`src/rtl/pipe_ctrl_pkg.sv`:
```
// Shared encodings for the pipeline hazard/stall controller: FSM states,
// per-stage stall vectors and the stall priority selector.
package pipe_ctrl_pkg;

  localparam logic [1:0] ST_IDLE = 2'd0;
  localparam logic [1:0] ST_BUSY = 2'd1;
  localparam logic [1:0] ST_DONE = 2'd2;

  // bit0 PC, bit1 IF/ID, bit2 ID/EX, bit3 EX/MEM, bit4 MEM/WB, bit5 WB
  localparam logic [5:0] STALL_MEM  = 6'b011111;
  localparam logic [5:0] STALL_EX   = 6'b001111;
  localparam logic [5:0] STALL_ID   = 6'b000111;
  localparam logic [5:0] STALL_NONE = 6'b000000;

  function automatic logic [5:0] stall_sel(input logic flush_r, input logic mem_r,
                                           input logic ex_r, input logic id_r);
    if (flush_r)   return STALL_NONE;
    else if (mem_r) return STALL_MEM;
    else if (ex_r)  return STALL_EX;
    else if (id_r)  return STALL_ID;
    else            return STALL_NONE;
  endfunction

endpackage

```
`src/rtl/pipe_ctrl_sat_counter.sv`:
```
// Free-running up-counter that sticks at all-ones instead of wrapping.
module sat_counter #(
  parameter int W = 32
) (
  input  logic         clk,
  input  logic         clr_i,
  input  logic         en_i,
  output logic [W-1:0] count_o
);

  logic [W-1:0] count_q;

  always_ff @(posedge clk) begin
    if (clr_i) begin
      count_q <= '0;
    end else if (en_i && (count_q != {W{1'b1}})) begin
      count_q <= count_q + 1'b1;
    end
  end

  assign count_o = count_q;

endmodule

```
`src/rtl/pipe_ctrl.sv`:
```
// Pipeline stall/flush controller: arbitrates ID/EX/MEM stall requests and
// tracks outstanding data-memory accesses with a bounded wait.
module pipe_ctrl
  import pipe_ctrl_pkg::*;
#(
  parameter int MEM_TIMEOUT = 255,
  parameter int CNT_W       = 8
) (
  input  logic        clk,
  input  logic        rst,
  input  logic        stallreq_id,
  input  logic        stallreq_ex,
  input  logic        mem_req,
  input  logic        mem_ready,
  input  logic        flush_req,
  output logic [5:0]  stall,
  output logic        flush,
  output logic        dmem_en,
  output logic        mem_timeout,
  output logic [31:0] stall_cycles
);

  localparam logic [CNT_W-1:0] CNT_LAST = CNT_W'(MEM_TIMEOUT - 1);

  logic [1:0]       state_q, state_d;
  logic [CNT_W-1:0] cnt_q, cnt_d;
  logic             to_hit;
  logic             mem_stall;

  always_comb begin
    state_d = state_q;
    cnt_d   = cnt_q;
    to_hit  = 1'b0;
    case (state_q)
      ST_IDLE: begin
        if (mem_req && !flush_req) begin
          state_d = ST_BUSY;
          cnt_d   = '0;
        end
      end
      ST_BUSY: begin
        // flush abandons the access silently; ready beats a same-cycle timeout
        if (flush_req) begin
          state_d = ST_IDLE;
          cnt_d   = '0;
        end else if (mem_ready) begin
          state_d = ST_DONE;
        end else if (cnt_q == CNT_LAST) begin
          state_d = ST_DONE;
          to_hit  = 1'b1;
        end else begin
          cnt_d = cnt_q + 1'b1;
        end
      end
      ST_DONE: begin
        state_d = ST_IDLE;
        cnt_d   = '0;
      end
      default: begin
        state_d = ST_IDLE;
        cnt_d   = '0;
      end
    endcase
  end

  always_ff @(posedge clk) begin
    if (rst) begin
      state_q <= ST_IDLE;
      cnt_q   <= '0;
    end else begin
      state_q <= state_d;
      cnt_q   <= cnt_d;
    end
  end

  assign mem_stall   = ((state_q == ST_IDLE) && mem_req) || (state_q == ST_BUSY);
  assign stall       = rst ? STALL_NONE : stall_sel(flush_req, mem_stall, stallreq_ex, stallreq_id);
  assign flush       = !rst && flush_req;
  assign dmem_en     = !rst && (((state_q == ST_IDLE) && mem_req && !flush_req) ||
                                (state_q == ST_BUSY));
  assign mem_timeout = !rst && to_hit;

  sat_counter #(.W(32)) u_stall_cnt (
    .clk     (clk),
    .clr_i   (rst),
    .en_i    (|stall),
    .count_o (stall_cycles)
  );

endmodule

```
`config.mk`:
```
export PLATFORM = sky130hd
export DESIGN_NAME = pipe_ctrl
export DESIGN_NICKNAME = d
export VERILOG_FILES = /design/src/rtl/pipe_ctrl_pkg.sv /design/src/rtl/pipe_ctrl_sat_counter.sv /design/src/rtl/pipe_ctrl.sv
export SDC_FILE = /design/constraint.sdc
export NUM_CORES = 1
export LEC_CHECK = 0
export CAP_MARGIN = 40
export CORE_ASPECT_RATIO = 1.75
export CORE_MARGIN = 8
export CORE_UTILIZATION = 40
export DETAILED_ROUTE_END_ITERATION = 8
export PLACE_DENSITY_LB_ADDON = 0.08
export SLEW_MARGIN = 30
export SYNTH_ARGS = -nofsm -noshare
export SYNTH_HDL_FRONTEND = slang
export SYNTH_SLANG_ARGS = --single-unit
```
`constraint.sdc`:
```
create_clock -name clk -period 3.31 [get_ports clk]
set_input_delay 0.993 -clock clk [delete_from_list [all_inputs] [get_ports clk]]
set_output_delay 0.993 -clock clk [all_outputs]
set_load 0.03 [all_outputs]
```
* After elaboration in Yosys (flattened, before gate mapping)
Index checks and enable logic that the tools add are counted.
Cells by class: $add $sub $neg 2, eq/ne operators 7, multiplexer cells 19, reduce and logical (&&, ||, !) cells 15
Operators with widths (number):
- 32-bit by 1-bit adder with 32-bit output (second input constant) | 1
- 8-bit two-way mux | 4
- 32-bit inequality test (second input constant) | 1
- 8-bit case mux with 2 select lines | 1
- 5-bit two-way mux | 2
- 8-bit by 1-bit adder with 8-bit output (second input constant) | 1
- 8-bit equality test (second input constant) | 1
- 2-bit two-way mux | 4
- 1-bit logical AND | 7
- 6-bit two-way mux | 1
- 3-bit inequality test (second input constant) | 2
- 6-bit OR reduction | 1
- 1-bit two-way mux | 4
- 4-bit two-way mux | 1
- 4-bit inequality test (second input constant) | 1
- 2-bit case mux with 2 select lines | 1
- 3-bit two-way mux | 1
- 3-bit AND reduction | 1
- 2-bit by 1-bit equality test with 1-bit output (second input constant) | 1
- 1-bit logical NOT | 2
- 2-bit logical NOT | 1
- 1-bit logical OR | 2
- 2-bit inequality test (second input constant) | 1
- 2-bit AND reduction | 1
Storage, ports and cells: flip-flop bits (word level) 42, output and inout port bits 41

* Depth between registers and ports, before layout
Gate-level depths: netlist of the first run.
word-level depth 8, gate-level depth with buffers 8, mapped depth without buffers 7

* Cells and area by module
A second synthesis of the first run with hierarchy kept.
Unflattened totals: cells, all modules 279, area, all modules 2293.4 sq um
Modules (own cells, without submodules):
- sat_counter | times used 1, cells each 199, area an instance 1674.1 sq um, sequential area each 640.6 sq um
- pipe_ctrl | times used 1, cells each 80, area an instance 619.3 sq um, sequential area each 200.2 sq um

* Worst setup path after synthesis of the first run
Ideal clock, no wire load.
path type input to output, start input port flush_req, end output port mem_timeout, arrival 2.365 ns, data required time 2.317 ns, path slack -0.048 ns, cell stages on the path 4, buffers on the path 1, cell sequence clkbuf_1 -> inv_1 -> nand3b_1 -> nor4_1
Between the ends: longest elaborated chain between the ends 3
Ends and longest elaborated chain:
- start: declaration | line pipe_ctrl.sv:15 | input logic flush_req,
- 1-bit two-way mux | line pipe_ctrl.sv:43 | if (flush_req) begin
- 1-bit two-way mux | line pipe_ctrl.sv:34 | case (state_q)
- 1-bit logical AND | line pipe_ctrl.sv:81 | assign mem_timeout = !rst && to_hit;
- end: declaration | line pipe_ctrl.sv:19 | output logic mem_timeout,
Every way passes these cells.

* Worst setup path after layout of the first run
start input port mem_req, end output port stall[1]
Between the ends: longest elaborated chain between the ends 5
Ends and longest elaborated chain:
- start: declaration | line pipe_ctrl.sv:13 | input logic mem_req,
- 1-bit logical AND | line pipe_ctrl.sv:76 | assign mem_stall = ((state_q == ST_IDLE) && mem_req) || (state_q == ST_BUSY);
- 1-bit logical OR | line pipe_ctrl.sv:76
- 5-bit two-way mux | line pipe_ctrl_pkg.sv:18 | else if (mem_r) return STALL_MEM;
- 5-bit two-way mux | line pipe_ctrl_pkg.sv:17 | if (flush_r) return STALL_NONE;
- 6-bit two-way mux | line pipe_ctrl.sv:77 | assign stall = rst ? STALL_NONE : stall_sel(flush_req, mem_stall, stallreq_ex, stallreq_id);
- end: declaration | line pipe_ctrl.sv:16 | output logic [5:0] stall,
Every way passes these cells.

==> run summary, run 1 <==
outcome -> finished, final reports clean
vias in the first global route -> 2167
DRT Wirelength -> 5.83 mm
initial antenna violation count -> 0
slowest CP cell -> clkdlybuf4s50_1
critical path class -> primary input to output port
Pins Over Slew Limit -> 0
Final Hold Viols -> 0
dominant synthesized flop cell -> dfxtp_1
CTS tree -> yes
Synth Area in Compound Gates -> 0.227
cells after synthesis -> 271
setup_tns -> 0 ps
Tmin final -> 3250 ps
crit path launch type -> primary input
CTS buffer count -> 5
CTS Hold Bufs -> 0
hold endpoint -> u_stall_cnt.count_o[17]
Distinct cells, synth -> 49
max-cap viol count -> 0
flops & latches, synth -> 42
Worst R2R End -> u_stall_cnt.count_o[27]
H-tree Lvls -> 2
RR Startpoint -> u_stall_cnt.count_o[8]
Layout Area Growth over Synthesis -> 29.3%
DP HPWL -> 4.27 mm
placed cell area -> 2810 µm²
Die Height -> 115 µm
R2R setup slack -> 1040 ps
CP startpoint -> mem_req
Clock Latency Late Sink -> 290 ps
ANT nets after route -> 0
Vias/cell -> 5.78
Worst-path clk slew -> 80 ps
post-synthesis sequential area ratio -> 0.373
Top delay family on crit path -> buffers and inverters
first-pass GRT wire length -> 9.92 mm
Relative slew margins -> 0.592
Worst Hold Depth -> 2
routability cong. -> 0.858
fin nets -> 331
Critical Path Max Stage Delay -> 420 ps
Leak Pwr -> 0.947 nW
core area -> 5500 µm²
Final period util -> 0.983
largest family of logic cells by synthesized area -> simple AND/OR/NAND/NOR gates
drt first pass iters -> 4
post-synth top area cell -> dfxtp_1
clk sinks -> 42
DR WL/cell -> 14.6 µm
RSZ-0062 raised after global routing -> no
Yosys warning count -> 0
# DRC -> 0
vias after detailed routing -> 2300
largest cells by area after synthesis -> dfxtp_1 37%, a21oi_1 6.7%, or4_1 5.0%
PortBufs -> 46
VDD IR-drop max -> 0.179 mV
Crit path required time -> 2320 ps
layout cells sized above 1 -> 0.118
Clock Skew -> 3.87 ps
Hold Crit Class -> flop to flop
DIE WIDTH -> 72.7 µm
Synth top area share -> 0.373
Least-Margin Pin Slew -> 612 ps
Post-Synth XOR/XNOR Area -> 0.0194
post-synthesis area per instance -> 8.32 µm²
Antenna diodes -> 0
hold wc startpoint -> u_stall_cnt.count_o[17]
Adder-Cell Fraction of Synth Area -> 0.0167
Top Ports -> 48
gr usage total -> 0.144
mux cell area share after synthesis -> 0.00944
CP endpoint kind -> output port
root buffer cell -> clkbuf_8
EDFF count, synth -> 0
worst hold margin -> 497 ps
Buffers & Inverters on Critical Path -> 3
ys async rst share -> 0
Bufs on Longest Clock Path -> 2
Starting Density -> 0.410
die footprint -> 8390 µm²
Post-Syn Nets -> 281
Achievable Freq -> 307 MHz
DRT iter0 DRCs -> 108
crit-path cells -> clkdlybuf4s50_1, o21ba_1, o31ai_2, inv_2, clkdlybuf4s15_2
critical path peak fanout -> 5
post-synthesis simple-gate area fraction -> 0.309
design area -> 2910 µm²
Post-Syn Area -> 2250 µm²
largest net degree at the start of global routing -> 40
crit path DAT -> 2260 ps
row count -> 36
Final setup viols -> 0
Pwr Density -> 323 nW/µm²
FF-to-FF path depth -> 5
grt total ovfl -> 0
Post-CTS Setup Inserts -> 0
[cells in the mapped netlist, types with 3 or more instances]
cell / n
a21oi_1: 30
clkbuf_1: 5
o31ai_1: 13
inv_1: 4
ha_1: 3
buf_2: 6
xnor2_1: 5
o21ai_0: 5
and3_1: 6
o21a_1: 4
o21ai_1: 7
and2_1: 3
dfxtp_1: 42
nor3_1: 7
nand3_1: 17
o41ai_1: 3
nand2_1: 14
o311ai_1: 3
buf_4: 3
and4_1: 6
nand4_1: 11
or4_1: 15
nor2_1: 12
nor4_1: 5
or3_1: 12
[flip-flops by register name, indices dropped and copies added (netlist names)]
signal,count
state_q,2
cnt_q,8
u_stall_cnt.count_o,32
[worst reg2reg max path: cells and delay by family, from the launching register on]
family	cells	cell delay [ps]
DFF	1	470
AOI/OAI and AO/OA	1	150
and+or+nand+nor	4	1590
[cells in the final DEF (no fill, tap or decap), types with 3 or more instances in the layout]
| cell | count |
|---|---|
| a21oi_1 | 30 |
| and2_1 | 3 |
| and3_1 | 6 |
| and4_1 | 6 |
| buf_4 | 16 |
| clkbuf_8 | 6 |
| clkdlybuf4s50_1 | 38 |
| dfxtp_1 | 42 |
| ha_1 | 3 |
| inv_1 | 4 |
| nand2_1 | 14 |
| nand3_1 | 17 |
| nand4_1 | 11 |
| nor2_1 | 12 |
| nor3_1 | 7 |
| nor4_2 | 3 |
| o21a_1 | 4 |
| o21ai_0 | 5 |
| o21ai_1 | 7 |
| o311ai_1 | 3 |
| o31ai_1 | 13 |
| o41ai_1 | 3 |
| or3_1 | 12 |
| or4_1 | 15 |
| xnor2_1 | 5 |
[worst max path at each step]
stage / end / slack (ps) / cells past startpoint
2_1_floorplan: stall[4] / 170 / 2
3_5_place_dp: stall[1] / -270 / 5
6_report: stall[1] / 60 / 5
3_3_place_gp: stall[2] / -280 / 5
5_1_grt: stall[1] / 0.6 / 5
4_1_cts: stall[1] / 40 / 5
[logic make-up after synthesis]
group	Yosys count
adders and majority gates	3
AOI/OAI and AO/OA	79
muxes	2
xor gates and xnor gates	5
and+or+nand+nor	118
buffers and inverters	21
other	1
DFF	42
[what timing repair did]
item                       4_1_cts  5_1_grt
setup endpoints to repair        3        6
resized for setup                9        6
pin swaps                        0        1
[metal layers]
metal	global-route usage	vias up	share of wire	wire (µm)
met3	0.0306	7	0.047	274
met2	0.256	51	0.52	3050
li1	-	1159	-	-
met4	0.0578	0	0.013	78
met5	0	-	0	0
met1	0.160	1083	0.42	2420
[report_power, final]
| part | leakage (nW) | internal (mW) | switching, mW |
|---|---|---|---|
| registers | 0.339 | 0.507 | 0.00403 |
| clock network | 0.0482 | 0.169 | 0.179 |
| logic | 0.560 | 0.0316 | 0.0502 |
| total | 0.947 | 0.708 | 0.233 |
[metrics by stage]
stage	power, mW	worst slack, ps	instances	utilization
6_report	0.941	57.3	398	0.530
5_1_grt	0.980	0.580	398	0.530
4_1_cts	0.957	42.5	396	0.529
3_5_place_dp	0.607	-272	388	0.512
3_3_place_gp	0.607	-276	388	0.512
2_1_floorplan	0.572	167	271	-
[area by class of cell]
type | instances | area, µm²
Clock buffer | 7 | 86.3
Inverter | 5 | 18.8
Clock inverter | 1 | 5.00
Timing Repair Buffer | 59 | 532
Tap cell | 76 | 95.1
Sequential cell | 42 | 841
Fill cell | 559 | 2580
Multi-Input combinational cell | 208 | 1340
(Power assumes the default switching activity.)
==> run 2, diff against run 1 <==
--- a/config.mk
+++ b/config.mk
@@ -6,9 +6,9 @@
 export NUM_CORES = 1
 export LEC_CHECK = 0
 export CAP_MARGIN = 40
-export CORE_ASPECT_RATIO = 1.75
+export CORE_ASPECT_RATIO = 0.5
 export CORE_MARGIN = 8
-export CORE_UTILIZATION = 40
+export CORE_UTILIZATION = 28
 export DETAILED_ROUTE_END_ITERATION = 8
 export PLACE_DENSITY_LB_ADDON = 0.08
 export SLEW_MARGIN = 30
==> run summary, run 2 (same netlist as run 1, synthesis figures left out) <==
DR WL/cell -> 14.7 µm (was 14.6 µm)
FF-to-FF path depth -> 5 (unchanged)
crit path DAT -> 2190 ps (was 2260 ps)
drt first pass iters -> 4 (unchanged)
Final setup viols -> 0 (unchanged)
critical path class -> primary input to output port (unchanged)
first-pass GRT wire length -> 10.6 mm (was 9.92 mm)
H-tree Lvls -> 2 (unchanged)
Post-CTS Setup Inserts -> 0 (unchanged)
Tmin final -> 3190 ps (was 3250 ps)
vias in the first global route -> 2121 (was 2167)
die footprint -> 11300 µm² (was 8390 µm²)
max FFs per register -> 32 (unchanged)
DP Cell Count -> 424 (was 388)
Hold Crit Class -> flop to flop (unchanged)
Bufs on Longest Clock Path -> 2 (unchanged)
# DRC -> 0 (unchanged)
core area -> 7910 µm² (was 5500 µm²)
Pins Over Slew Limit -> 0 (unchanged)
Vias/cell -> 5.25 (was 5.78)
area of the multi-input gates -> 1340 µm² (unchanged)
layout cells sized above 1 -> 0.103 (was 0.118)
DIE WIDTH -> 143 µm (was 72.7 µm)
Pwr Density -> 356 nW/µm² (was 323 nW/µm²)
DP HPWL -> 4.51 mm (was 4.27 mm)
grt total ovfl -> 0 (unchanged)
register area -> 841 µm² (unchanged)
routability cong. -> 0.751 (was 0.858)
setup_tns -> 0 ps (unchanged)
gr usage total -> 0.115 (was 0.144)
Worst Hold Depth -> 2 (unchanged)
Final Hold Viols -> 0 (unchanged)
Final period util -> 0.963 (was 0.983)
DRT Wirelength -> 6.34 mm (was 5.83 mm)
Starting Density -> 0.285 (was 0.410)
RSZ-0062 raised after global routing -> no (unchanged)
critical path peak fanout -> 7 (was 5)
root buffer cell -> clkbuf_16 (was clkbuf_8)
highest-count cells in the layout ignoring fill and taps -> 42 x dfxtp_1, 37 x clkdlybuf4s50_1, 30 x a21oi_1 (was 42 x dfxtp_1, 38 x clkdlybuf4s50_1, 30 x a21oi_1)
Leak Pwr -> 0.969 nW (was 0.947 nW)
crit path launch type -> primary input (unchanged)
commonest non-fill, non-tap cell in the layout -> dfxtp_1 (unchanged)
VDD IR-drop max -> 0.167 mV (was 0.179 mV)
Non-Filler Instances -> 432 (was 398)
Top Ports -> 48 (unchanged)
CP endpoint kind -> output port (unchanged)
Die Height -> 79.4 µm (was 115 µm)
overall power -> 1.06 mW (was 0.941 mW)
Worst-path clk slew -> 60 ps (was 80 ps)
clk sinks -> 42 (unchanged)
Relative slew margins -> 0.620 (was 0.592)
Antenna diodes -> 0 (unchanged)
max-cap viol count -> 0 (unchanged)
vias after detailed routing -> 2267 (was 2300)
Clock Skew -> 4.24 ps (was 3.87 ps)
outcome -> finished, final reports clean (unchanged)
CTS tree -> yes (unchanged)
Layout Area Growth over Synthesis -> 32.8% (was 29.3%)
PortBufs -> 46 (unchanged)
fin nets -> 330 (was 331)
largest net degree at the start of global routing -> 40 (unchanged)
Clock Latency Late Sink -> 290 ps (about the same)
Achievable Freq -> 314 MHz (was 307 MHz)
ANT nets after route -> 0 (unchanged)
initial antenna violation count -> 0 (unchanged)
CTS buffer count -> 5 (unchanged)
DRT iter0 DRCs -> 99 (was 108)
CTS Hold Bufs -> 0 (unchanged)
fill cell count -> 835 (was 559)
row count -> 23 (was 36)
final core utilization -> 0.378 (was 0.530)
Crit path required time -> 2320 ps (about the same)
Least-Margin Pin Slew -> 564 ps (was 612 ps)
-- run 2: changes by cell type in the layout (fill, tap and decap cells not counted), sizes merged --
cell / change
clkdlybuf4s15: -1
clkdlybuf4s50: -1
buf: +2
clkinv: -1
dlymetal6s2s: +1
clkbuf: -2
-- run 2: worst paths after layout --
check	startpoint	endpoint	slack [ps]
worst max-delay path	flush_req	mem_timeout	120
worst min-delay path	u_stall_cnt.count_o[5]	u_stall_cnt.count_o[5]	500
worst max register to register	u_stall_cnt.count_o[2]	u_stall_cnt.count_o[25]	1040
worst min register to register	u_stall_cnt.count_o[5]	u_stall_cnt.count_o[5]	500
-- run 2: layer usage --
metal / up-vias / share of wire / GRT usage
li1: 1148 / - / -
met1: 1082 / 0.49 / 0.137
met2: 29 / 0.45 / 0.192
met3: 8 / 0.053 / 0.0394
met4: 0 / 0.011 / 0.0379
met5: - / 0 / 0
-- run 2: through the flow --
step	hold slack, ps	instance area [µm²]	worst slack, ps
2_1_floorplan	485	2260	167
3_3_place_gp	482	2850	-421
3_5_place_dp	487	2860	-437
4_1_cts	499	2980	59.7
5_1_grt	527	2990	2.58
6_report	498	2990	123
-- run 2: timing repair --
action	4_1_cts	5_1_grt
endpoints found under the setup margin	3	4
gates resized for setup	16	2
hold endpoints to repair	0	0
-- run 2: worst max-delay path: stages --
cell and delay, ps:
clkdlybuf4s50_1 410, buf_4 160, inv_1 70, nand3b_1 110
nor4_2 240, buf_4 200
-- run 2: final cells by class --
cell class / count / area share
Clock buffer: 7 / 0.0443
Sequential cell: 42 / 0.281
Timing Repair Buffer: 58 / 0.175
Multi-Input combinational cell: 208 / 0.446
Tap cell: 112 / 0.0468
Inverter: 5 / 0.00627
-- run 2: report_power, final --
part | leakage (nW) | total, mW | internal [mW] | switching (mW)
Combinational | 0.566 | 0.0811 | 0.0300 | 0.0512
Sequential | 0.339 | 0.512 | 0.508 | 0.00407
Clock | 0.0640 | 0.471 | 0.276 | 0.195
